--- config.mk ---
export PLATFORM = sky130hd
export DESIGN_NAME = regfile_read_arbiter
export DESIGN_NICKNAME = d
export VERILOG_FILES = /design/src/rtl/regfile_pkg.sv /design/src/rtl/rr_arbiter.sv /design/src/rtl/regfile_read_arbiter.sv
export SDC_FILE = /design/constraint.sdc
export NUM_CORES = 1
export LEC_CHECK = 0
export CORE_MARGIN = 2
export CORE_UTILIZATION = 40
export DETAILED_ROUTE_END_ITERATION = 10
export MAX_ROUTING_LAYER = met4
export PLACE_DENSITY = 0.81
export SKIP_CTS_REPAIR_TIMING = 1
export SYNTH_ARGS = -nofsm -noshare
export SYNTH_HDL_FRONTEND = slang
export SYNTH_HIERARCHICAL = 1
export SYNTH_SLANG_ARGS = --single-unit
export TNS_END_PERCENT = 10
--- constraint.sdc ---
create_clock -name clk -period 3.4 [get_ports clk]
set_clock_uncertainty 0.05 [all_clocks]
set_input_delay 0.51 -clock clk [delete_from_list [all_inputs] [get_ports clk]]
set_output_delay 0.51 -clock clk [all_outputs]
set_load 0.05 [all_outputs]
--- src/rtl/regfile_pkg.sv ---
// Register-file geometry shared by the read-port arbiter and its users.
package regfile_pkg;

  localparam int unsigned REG_ADDR_W = 5;
  localparam int unsigned REG_DATA_W = 64;
  localparam int unsigned NUM_REGS   = 32;

  typedef logic [REG_ADDR_W-1:0] reg_addr_t;
  typedef logic [REG_DATA_W-1:0] reg_data_t;

endpackage

--- src/rtl/rr_arbiter.sv ---
// Round-robin pick among NUM_REQ requesters, starting the search at rr_ptr.
// Owns the rotating pointer, which advances past the winner on every grant.
module rr_arbiter #(
  parameter  int unsigned NUM_REQ = 4,
  localparam int unsigned IDX_W   = (NUM_REQ > 1) ? $clog2(NUM_REQ) : 1
) (
  input  logic               clk,
  input  logic               reset,
  input  logic [NUM_REQ-1:0] req,
  input  logic               enable,
  output logic [NUM_REQ-1:0] gnt,
  output logic [IDX_W-1:0]   win
);

  logic [IDX_W-1:0] rr_ptr;
  logic             found;

  // First set req bit at or after rr_ptr, wrapping modulo NUM_REQ
  always_comb begin
    int unsigned idx;
    found = 1'b0;
    win   = '0;
    gnt   = '0;
    for (int unsigned k = 0; k < NUM_REQ; k++) begin
      idx = (32'(rr_ptr) + k) % NUM_REQ;
      if (!found && req[idx]) begin
        found = 1'b1;
        win   = IDX_W'(idx);
      end
    end
    if (found && enable) begin
      gnt = NUM_REQ'(1) << win;
    end
  end

  // Pointer moves to the requester after the winner; holds when idle
  always_ff @(posedge clk or negedge reset) begin
    if (!reset) begin
      rr_ptr <= '0;
    end else if (|gnt) begin
      rr_ptr <= (win == IDX_W'(NUM_REQ - 1)) ? '0 : win + 1'b1;
    end
  end

endmodule

--- src/rtl/regfile_read_arbiter.sv ---
// Shares the single register-file read port among NUM_REQ requesters.
// Stage 1 registers the winning select and id; stage 2 captures ReadData
// and returns it with a one-hot valid two cycles after the grant.
module regfile_read_arbiter
  import regfile_pkg::*;
#(
  parameter int unsigned NUM_REQ = 4,
  parameter int unsigned ADDR_W  = REG_ADDR_W,
  parameter int unsigned DATA_W  = REG_DATA_W
) (
  input  logic                           clk,
  input  logic                           reset,
  input  logic [NUM_REQ-1:0]             req,
  input  logic [NUM_REQ-1:0][ADDR_W-1:0] req_addr,
  input  logic                           flush,
  output logic [NUM_REQ-1:0]             gnt,
  output logic [ADDR_W-1:0]              ReadRegister,
  input  logic [DATA_W-1:0]              ReadData,
  output logic [NUM_REQ-1:0]             rd_valid,
  output logic [DATA_W-1:0]              rd_data
);

  localparam int unsigned IDX_W = (NUM_REQ > 1) ? $clog2(NUM_REQ) : 1;

  logic [IDX_W-1:0] win;
  logic             s1_valid;
  logic [IDX_W-1:0] s1_id;

  // Grants are suppressed while in reset and during a flush cycle
  rr_arbiter #(.NUM_REQ(NUM_REQ)) u_arb (
    .clk    (clk),
    .reset  (reset),
    .req    (req),
    .enable (reset & ~flush),
    .gnt    (gnt),
    .win    (win)
  );

  // Stage 1: latch winner's select; ReadRegister holds when idle so the mux is quiet
  always_ff @(posedge clk or negedge reset) begin
    if (!reset) begin
      ReadRegister <= '0;
      s1_valid     <= 1'b0;
      s1_id        <= '0;
    end else begin
      s1_valid <= |gnt;
      if (|gnt) begin
        ReadRegister <= req_addr[win];
        s1_id        <= win;
      end
    end
  end

  // Stage 2: capture read word for the stage-1 owner; flush drops it, rd_data holds
  always_ff @(posedge clk or negedge reset) begin
    if (!reset) begin
      rd_valid <= '0;
      rd_data  <= '0;
    end else begin
      rd_valid <= '0;
      if (s1_valid && !flush) begin
        rd_valid <= NUM_REQ'(1) << s1_id;
        rd_data  <= ReadData;
      end
    end
  end

endmodule
==> summary.txt, run 1 <==
Cell variety after synth -> 26
Largest driver fanout on the critical path -> 8
Mean instance size in the synthesized netlist -> 16.3 um^2
Max frequency -> 341 MHz
Area share of and/or/nand/nor cells after synthesis -> 0.0570
Summed instance area of the synthesized netlist -> 3250 um^2
Wire length per cell -> 15.4 um
I/O Buffers -> 167
CTS max path bufs -> 2
Startpoint-to-endpoint class of the critical path -> primary input to output pin
Startpoint Class -> primary input
Die W -> 94.1 um
Net Count, Synth -> 294
DIE HEIGHT -> 94.1 um
Final weighted congestion in routability-driven placement -> 0.749
Total CTS buffers -> 9
CP Data Required Time -> 2840 ps
Synth warnings -> 6
Clock sink total -> 78
Pin count of the biggest net entering global routing -> 52
Mux share of post-synthesis cell area -> 0.287
Number of storage elements in the synthesis netlist -> 78
Overall routed net length -> 7.34 mm
Commonest non-fill, non-tap cell in the layout -> clkdlybuf4s50_1
Share of final-layout standard cells stronger than drive strength 1 -> 0.287
Layout overhead on the synthesized area -> 62.8%
Total routing usage reported by global routing -> 0.173
Nets@finish -> 467
Worst setup path startpoint -> req[1]
Ports -> 168
Pre-CTS worst setup slack -> 171 ps
Clock transition at the register clock pins on the worst setup and hold paths after CTS -> 80 ps
Summed negative setup slack over all endpoints -> 0 ps
Die Footprint -> 8860 um^2
Capturing element type of the critical path -> output pin
Vias in the first global route -> 2374
Static leakage power -> 2.19 nW
Register area share after synthesis -> 0.601
Least-Margin Pin Slew -> 633 ps
Overflow left after global routing -> 0
Std-Cell Core Area -> 7810 um^2
First-pass GRT wire length -> 11.5 mm
RR Startpoint -> u_arb/rr_ptr[0]
Post-Synth Adder-Cell Area -> 0.0154
Clock tree from TritonCTS -> done
Combinational family with the most area after synthesis -> multiplexers
Multi-input gate area -> 1230 um^2
Crit path setup slack, layout -> 471 ps
Post-synthesis compound-gate area fraction -> 0.0154
Worst IR Drop VDD -> 524 uV
Number of antenna-violating nets in the routed design -> 0
Run status -> complete, no violations
ANT cells -> 0
Worst hold-check path type -> primary input to asynchronous set/reset pin
Setup repair after global routing missed its margin -> false
Share of the clock period used by the worst path -> 0.862
Initial antenna violation count -> 0
Gate Count Post-Synth -> 199
Final slew viol count -> 0
Drc violations -> 0
Xor and xnor fraction of the mapped netlist area -> 0
Slew headroom -> 0.578
Crit path DAT -> 2370 ps
Setup-failing EPs final -> 0
HPWL after DPL -> 5.70 mm
Initial Utilization -> 0.416
Htree depth -> 3
Largest area contributor in the synthesized netlist -> dfrtp_1
Source-to-sink clock delay at the later pin of the worst-skew pair -> 330 ps
Number of rows created at floorplan -> 32
Filler cell count in the final layout -> 584
Detailed-route vias per instance -> 4.81
Number of vias after detailed routing -> 2300
Clock period minus worst slack -> 2930 ps
Sequential cell area -> 1950 um^2
Endpoints failing hold -> 0
Power per standard cell area -> 1090 nW/um^2
Ranking of synthesized cells by area -> dfrtp_1 60%, mux2_2 24%, mux4_2 3.5%
Detailed Route Iter0 Violations -> 37
Clock Root Buffer -> clkbuf_8
Yosys top cell area share -> 0.601
Length of the first detailed-routing pass in iterations -> 4
Top library cells by usage in the layout, fill and taps aside -> 162 x clkdlybuf4s50_1, 78 x dfrtp_1, 70 x mux2_2
Max-cap violation count -> 0
==> metal layers <==
metal / track usage / vias to the layer above / share of wire
met2: 0.288 / 102 / 0.51
met1: 0.199 / 1130 / 0.40
met5: - / - / 0
met3: 0.0530 / 8 / 0.084
li1: - / 1060 / -
met4: 0.0652 / 0 / 0.012
==> flip-flops by register name (all words and copies together) (netlist names) <==
| signal | count |
|---|---|
| ReadRegister | 5 |
| rd_data | 64 |
| rd_valid | 4 |
| s1_id | 2 |
| s1_valid | 1 |
| u_arb/rr_ptr | 2 |
==> critical path: stages <==
cell	delay [ps]
clkdlybuf4s50_1	460
nor3b_1	270
a211o_1	160
o21a_1	320
ha_1	280
and2_2	220
buf_12	150
==> cell families after synthesis <==
kind of cell	Yosys count
mux	78
flops	78
simple gates	22
buf+inv	11
compound gates	6
fa+ha+maj	4
==> through the flow <==
| step | util | hold WS, ps | total power [mW] | cell area [um^2] | cells |
|---|---|---|---|---|---|
| finish | 0.677 | 15.3 | 5.77 | 5290 | 478 |
| global route | 0.677 | 27.4 | 6.02 | 5290 | 478 |
| CTS | 0.677 | 18.6 | 5.83 | 5290 | 478 |
| detailed placement | 0.647 | 400 | 5.02 | 5050 | 463 |
| global placement | 0.647 | 397 | 4.95 | 5050 | 463 |
| floorplan | - | 164 | 3.85 | 3250 | 199 |
==> cells in the mapped netlist (all sizes together) <==
cell / n
nor2b: 2
nand3b: 1
buf: 9
nor2: 1
o21a: 1
a21o: 1
ha: 4
a211o: 1
nor3b: 3
a32oi: 1
mux2i: 1
nand2: 1
dfrtp: 78
o21ai: 1
and2: 4
mux2: 72
inv: 2
nor4: 2
mux4: 5
o41a: 1
and3b: 4
and3: 1
nand2b: 3
==> report_power, final <==
| part | switching [mW] | internal, mW | total (mW) |
|---|---|---|---|
| Sequential | 0.234 | 1.38 | 1.61 |
| Clock | 0.323 | 0.483 | 0.806 |
| Combinational | 2.04 | 1.31 | 3.35 |
| Total | 2.60 | 3.17 | 5.77 |
==> worst paths after layout <==
check,endpoint,slack (ps),depth (start not counted)
worst max-delay path,gnt[3],470,7
worst min-delay path,rd_data[20],20,1
worst max register to register,ReadRegister[2],810,7
worst min register to register,rd_valid[0],440,1
max in group asynchronous,s1_valid,2300,2
min in group clk,rd_valid[0],440,1
==> cell type report <==
class,instances,share of cell area
clock buffers,9,0.0234
clock inverters,6,0.0211
inverters,2,0.00142
multi-input cells,110,0.232
flip-flops and latches,78,0.369
well taps,102,0.0241
repair buffers,171,0.329
Note: power is estimated with default switching activity, not from simulation.
==> run 2: changes to the inputs <==
--- a/config.mk
+++ b/config.mk
@@ -11,6 +11,7 @@
 export MAX_ROUTING_LAYER = met4
 export PLACE_DENSITY = 0.81
 export SKIP_CTS_REPAIR_TIMING = 1
+export SLEW_MARGIN = 20
 export SYNTH_ARGS = -nofsm -noshare
 export SYNTH_HDL_FRONTEND = slang
 export SYNTH_HIERARCHICAL = 1
==> results of run 2 <==
Final layout, timing and power as in run 1 (identical DEF).
